[src/rtl/fp_seq_multiplier.sv]
// Multi-cycle IEEE-754 single-precision multiplier, iterative shift-add.
// Define FP_MUL_ROUND_EN for round-to-nearest-even (one extra cycle).
module fp_seq_multiplier #(
   parameter int BITS_PER_CYCLE = 1
) (
   input  logic        clk,
   input  logic        reset_n,
   input  logic        start,
   input  logic [31:0] a,
   input  logic [31:0] b,
   output logic        busy,
   output logic        done,
   output logic [31:0] result,
   output logic        overflow,
   output logic        underflow
);

   localparam logic [2:0] S_IDLE = 3'd0;
   localparam logic [2:0] S_CHK  = 3'd1;
   localparam logic [2:0] S_MUL  = 3'd2;
   localparam logic [2:0] S_NORM = 3'd3;
`ifdef FP_MUL_ROUND_EN
   localparam logic [2:0] S_RND  = 3'd4;
`endif
   localparam logic [2:0] S_DONE = 3'd5;

   localparam logic [4:0] STEP = 5'(BITS_PER_CYCLE);
   localparam logic [4:0] LAST = 5'(24 - BITS_PER_CYCLE);

   logic [2:0]        state;
   logic [31:0]       a_r, b_r;
   logic [47:0]       acc, mshift, pp;
   logic [23:0]       mbr;
   logic [4:0]        cnt;
   logic signed [9:0] exp_r, exp_c, exp_n;
   logic              sign_r;

   logic [7:0]  ea, eb;
   logic [22:0] fa, fb, frac_t;
   logic        a_nan, b_nan, a_inf, b_inf, a_zero, b_zero;
   logic        special;
   logic [31:0] spec_res;

   assign ea = a_r[30:23];
   assign eb = b_r[30:23];
   assign fa = a_r[22:0];
   assign fb = b_r[22:0];

   assign a_nan  = (ea == 8'hFF) && (fa != '0);
   assign b_nan  = (eb == 8'hFF) && (fb != '0);
   assign a_inf  = (ea == 8'hFF) && (fa == '0);
   assign b_inf  = (eb == 8'hFF) && (fb == '0);
   assign a_zero = (ea == 8'h00);
   assign b_zero = (eb == 8'h00);

   assign special = a_nan | b_nan | a_inf | b_inf | a_zero | b_zero;
   assign exp_c   = $signed({2'b0, ea} + {2'b0, eb} - 10'd127);

   always_comb begin
      spec_res = 32'h0000_0000;
      if (a_nan || b_nan)
         spec_res = 32'h7FC0_0000;
      else if ((a_zero && b_inf) || (a_inf && b_zero))
         spec_res = 32'h7FC0_0000;
      else if (a_inf || b_inf)
         spec_res = {a_r[31] ^ b_r[31], 8'hFF, 23'd0};
   end

   always_comb begin
      pp = '0;
      for (int i = 0; i < BITS_PER_CYCLE; i++)
         if (mbr[i]) pp = pp + (mshift << i);
   end

   assign frac_t = acc[47] ? acc[46:24] : acc[45:23];
   assign exp_n  = exp_r + (acc[47] ? 10'sd1 : 10'sd0);

   // {overflow, underflow, result} from a normalised exponent and fraction
   function automatic logic [33:0] pack(input logic s,
                                        input logic signed [9:0] e,
                                        input logic [22:0] f);
      if (e > 10'sd254)
         pack = {2'b10, s, 8'hFF, 23'd0};
      else if (e < 10'sd1)
         pack = {2'b01, 32'd0};
      else
         pack = {2'b00, s, e[7:0], f};
   endfunction

`ifdef FP_MUL_ROUND_EN
   logic              guard, sticky, rnd_up, rnd_r, carry;
   logic [22:0]       frac_r, frac_rnd;
   logic signed [9:0] exp_rnd;

   assign guard  = acc[47] ? acc[23] : acc[22];
   assign sticky = acc[47] ? |acc[22:0] : |acc[21:0];
   assign rnd_up = guard & (sticky | frac_t[0]);
   assign {carry, frac_rnd} = {1'b0, frac_r} + {23'd0, rnd_r};
   assign exp_rnd = exp_r + (carry ? 10'sd1 : 10'sd0);
`endif

   always_ff @(posedge clk or negedge reset_n) begin
      if (!reset_n) begin
         state     <= S_IDLE;
         a_r       <= '0;
         b_r       <= '0;
         acc       <= '0;
         mshift    <= '0;
         mbr       <= '0;
         cnt       <= '0;
         exp_r     <= '0;
         sign_r    <= 1'b0;
         result    <= '0;
         overflow  <= 1'b0;
         underflow <= 1'b0;
`ifdef FP_MUL_ROUND_EN
         frac_r    <= '0;
         rnd_r     <= 1'b0;
`endif
      end else begin
         case (state)
            S_IDLE: begin
               if (start) begin
                  a_r   <= a;
                  b_r   <= b;
                  state <= S_CHK;
               end
            end
            S_CHK: begin
               sign_r <= a_r[31] ^ b_r[31];
               if (special) begin
                  {overflow, underflow, result} <= {2'b00, spec_res};
                  state <= S_DONE;
               end else begin
                  mshift <= {24'd0, 1'b1, fa};
                  mbr    <= {1'b1, fb};
                  acc    <= '0;
                  cnt    <= '0;
                  exp_r  <= exp_c;
                  state  <= S_MUL;
               end
            end
            S_MUL: begin
               acc    <= acc + pp;
               mshift <= mshift << STEP;
               mbr    <= mbr >> STEP;
               cnt    <= cnt + STEP;
               if (cnt == LAST) state <= S_NORM;
            end
            S_NORM: begin
`ifdef FP_MUL_ROUND_EN
               frac_r <= frac_t;
               exp_r  <= exp_n;
               rnd_r  <= rnd_up;
               state  <= S_RND;
`else
               {overflow, underflow, result} <= pack(sign_r, exp_n, frac_t);
               state <= S_DONE;
`endif
            end
`ifdef FP_MUL_ROUND_EN
            S_RND: begin
               {overflow, underflow, result} <= pack(sign_r, exp_rnd, frac_rnd);
               state <= S_DONE;
            end
`endif
            S_DONE:  state <= S_IDLE;
            default: state <= S_IDLE;
         endcase
      end
   end

   assign busy = (state != S_IDLE) && (state != S_DONE);
   assign done = (state == S_DONE);

endmodule

[config.mk]
export PLATFORM = sky130hd
export DESIGN_NAME = fp_seq_multiplier
export DESIGN_NICKNAME = d
export VERILOG_FILES = /design/src/rtl/fp_seq_multiplier.sv
export SDC_FILE = /design/constraint.sdc
export NUM_CORES = 1
export LEC_CHECK = 0
export BUFFER_PORTS_ARGS = -buffer_cell sky130_fd_sc_hd__buf_2
export CAP_MARGIN = 25
export CELL_PAD_IN_SITES_DETAIL_PLACEMENT = 0
export CELL_PAD_IN_SITES_GLOBAL_PLACEMENT = 1
export CORE_MARGIN = 8
export CORE_UTILIZATION = 47
export CTS_CLUSTER_SIZE = 16
export DETAILED_ROUTE_END_ITERATION = 6
export GPL_ROUTABILITY_DRIVEN = 1
export HOLD_SLACK_MARGIN = 0.06
export PLACE_DENSITY_LB_ADDON = 0.1
export SLEW_MARGIN = 15
export SYNTH_ARGS = -nofsm -noshare
export SYNTH_HDL_FRONTEND = slang
export SYNTH_SLANG_ARGS = --single-unit
[constraint.sdc]
create_clock -name clk -period 4.4 [get_ports clk]
set_clock_uncertainty 0.1 [all_clocks]
set_input_delay 0.22 -clock clk [delete_from_list [all_inputs] [get_ports clk]]
set_output_delay 0.22 -clock clk [all_outputs]
set_load 0.01 [all_outputs]
==> metrics.txt <==
status=finished clean; I/O pin count=103; Post-DP HPWL=22100 um; unrepaired setup endpoints after global routing=no; syn_area_per_cell=9.57 sq um; first-pass GRT wire length=55100 um; worst-skew pair later-pin latency=0.56 ns; dpl cells=1783; cts bufs inserted=27; Filler Cells Inserted=2505; CTS Buffer Depth=3; GRT Util Overall=19.7%; Remaining Overflow, GRT=0; Post-synth ARST share=100%; Distinct cells, synth=74; synthesized net count=1498; worst slew pin tran=0.783 ns; Final Critical Period=3.59 ns; antenna cells=0; final cell count without fillers=1899; Max Cap Viol=0; Slew Limit Fails=0; crit end category=register; # rows=61; WS Path Type=register to register; number of flops mapped to enable cells by yosys=0; core area=0.0276 sq mm; Post-Synth XOR/XNOR Area=3.62%; Routed WL=32400 um; Die Y=183 um; Critical Path AT=3.90 ns; fmax=0.278 GHz; maximum fanout along the worst path=29; Die ar.=0.0334 sq mm; TNS Setup=0 ns; post-synthesis adder-cell area fraction=6.54%; final period utilization=81.6%; global placement routability congestion=0.837; Synth Area in Compound Gates=18.0%; sequential share of the synthesized area=45.4%; Root Buffer=clkbuf_16; Ys Warns=0; Synth-to-Final Area Change=18.7%; worst endpoint required time=4.71 ns; DR vias=10445; Final Util=56.2%; Reg clk slew, reported paths=0.06 ns; Vias/cell=5.50; clock sink count=237; drc violations=0; combinational family with the most area after synthesis=compound AO/OA/AOI/OAI gates; static leakage=7.08 nW; HP Class=input port to asynchronous set/reset pin; layout cells sized above 1=16.6%; TritonRoute pass-1 iters=5; vias in the first global route=10723; Final #Nets=1636; post-synthesis mux area share=6.94%; initial antenna violation count=0; largest net degree at the start of global routing=103; Initial DRC Count=598; Fin. Hold Viols=0; Die Wd=183 um; PwrDens=659 mW/mm^2; Slew HR=47.7%; CTS tree=done; worst vdd ir=0.474 mV; drt wl/cell=17.1 um; Top FF cell, synth=dfrtp_1; DRT antenna net count=0; I/O Buffers=102; post-synthesis cell count=1364; Seq cells post-synth=237; cell area after synthesis=0.0131 sq mm; Final setup viols=0; Worst setup SP type=register; Starting Density=47.4%; setup bufs post-CTS=0; Post-Synth Simple-Gate Area=16.5%; htree depth=1; Post-CTS Resized=0
-- metal layers --
| metal | up-vias | share of wire (%) | GRT usage, % |
|---|---|---|---|
| li1 | 5172 | - | - |
| met1 | 5067 | 47 | 26.5 |
| met2 | 159 | 47 | 32.6 |
| met3 | 47 | 4.0 | 3.54 |
| met4 | 0 | 2.2 | 4.72 |
| met5 | - | 0 | 0 |
-- synthesized netlist by cell type (6+ instances only) --
cell,n,area [sq um]
a21o_1,20,150
nand4_1,27,169
o21ai_0,99,495
clkbuf_1,55,206
a31oi_1,8,50.1
nand2_1,197,739
nor3_1,10,50.1
or3_1,6,37.5
nor4_1,17,106
a211oi_1,10,75.1
o22ai_1,25,156
buf_1,6,22.5
a22o_1,30,263
buf_2,14,70.1
mux2i_1,23,230
ha_1,65,813
a22oi_1,25,188
xor2_1,24,210
dfrtp_1,237,5930
mux2_2,60,676
inv_1,22,82.6
and2_1,53,332
xnor2_1,30,263
o21ai_1,13,65.1
a21oi_1,60,300
nor2_1,104,390
and3_1,9,56.3
o22a_1,7,61.3
nand3_1,21,105
o21bai_1,8,60.1
-- layout make-up --
type	instances	area, sq um	area share (%)
flip-flops and latches	237	5930	38.3
multi-input cells	1026	6750	43.5
inverters	25	93.8	0.606
clock inverters	14	170	1.10
repair buffers	185	1340	8.65
clock buffers	34	742	4.79
well taps	378	473	3.05
-- path summary, 6_finish.rpt --
path                       slack [ns]  startpoint       to  depth (start not counted)
max in group asynchronous        2.95     reset_n   mbr[8]                          3
hold / removal                   0.19     reset_n  a_r[17]                          2
min in group clk                 0.30       a[23]  a_r[23]                          4
setup / recovery                 0.81      mbr[0]  acc[46]                         13
setup reg to reg                 0.81      mbr[0]  acc[46]                         13
hold reg to reg                  0.37     mbr[18]  mbr[18]                          2
-- layout by cell type (no fill, tap or decap), drive strengths merged, types with 20 or more instances in the layout --
cell type	n
dfrtp	237
nand2	198
buf	119
o21ai	113
nor2	106
dlygate4sd3	66
ha	65
a21oi	65
mux2	60
and2	53
clkbuf	34
xnor2	30
a22o	30
nand4	27
o22ai	26
a22oi	25
xor2	24
mux2i	23
inv	23
nand3	22
a21o	20
-- worst max-delay path: stages, from the launching register on --
cell and delay (ns):
dfrtp_1 0.45, buf_8 0.21, and2_1 0.15, ha_1 0.23
fa_1 0.44, a211oi_1 0.28, nor2_2 0.12, o211ai_2 0.23
a2111oi_2 0.10, o31ai_1 0.47, a21oi_2 0.17, a41oi_1 0.27
xor2_1 0.17, o21ai_1 0.07
-- state kept, by name, summed over array words and instances, names as in the netlist, 3 cells and up --
name    flops
mshift     48
acc        48
state       3
cnt         5
b_r        32
mbr        24
a_r        32
exp_r      10
result     32
-- through the flow --
stage | total power [mW] | instance area (sq um) | hold WS (ns) | setup WS [ns]
final | 10.2 | 15500 | 0.188 | 0.808
after global routing | 11.0 | 15500 | 0.263 | 0.480
after CTS | 10.3 | 15500 | 0.217 | 0.456
after detailed placement | 7.88 | 13900 | 0.214 | 0.475
after global placement | 7.80 | 13900 | 0.219 | 0.554
after floorplan | 6.71 | 13100 | -0.176 | 1.26
-- logic make-up after synthesis --
group,count (synthesis)
AO/OA/AOI/OAI,356
XOR/XNOR,54
adder cells (fa/ha/maj),67
buffers and inverters,101
flip-flops,237
multiplexers,83
AND/OR/NAND/NOR,466
-- what timing repair did --
action,4_1_cts,5_1_grt
hold endpoints to repair,163,0
setup endpoints to repair,0,0
hold buffers,66,0
-- power by group --
part           switching, mW  leakage [nW]  internal [mW]
Clock                  0.938         0.453           1.37
Combinational           2.48          3.62           1.79
Sequential             0.666          3.01           2.98
(Power assumes the default switching activity.)
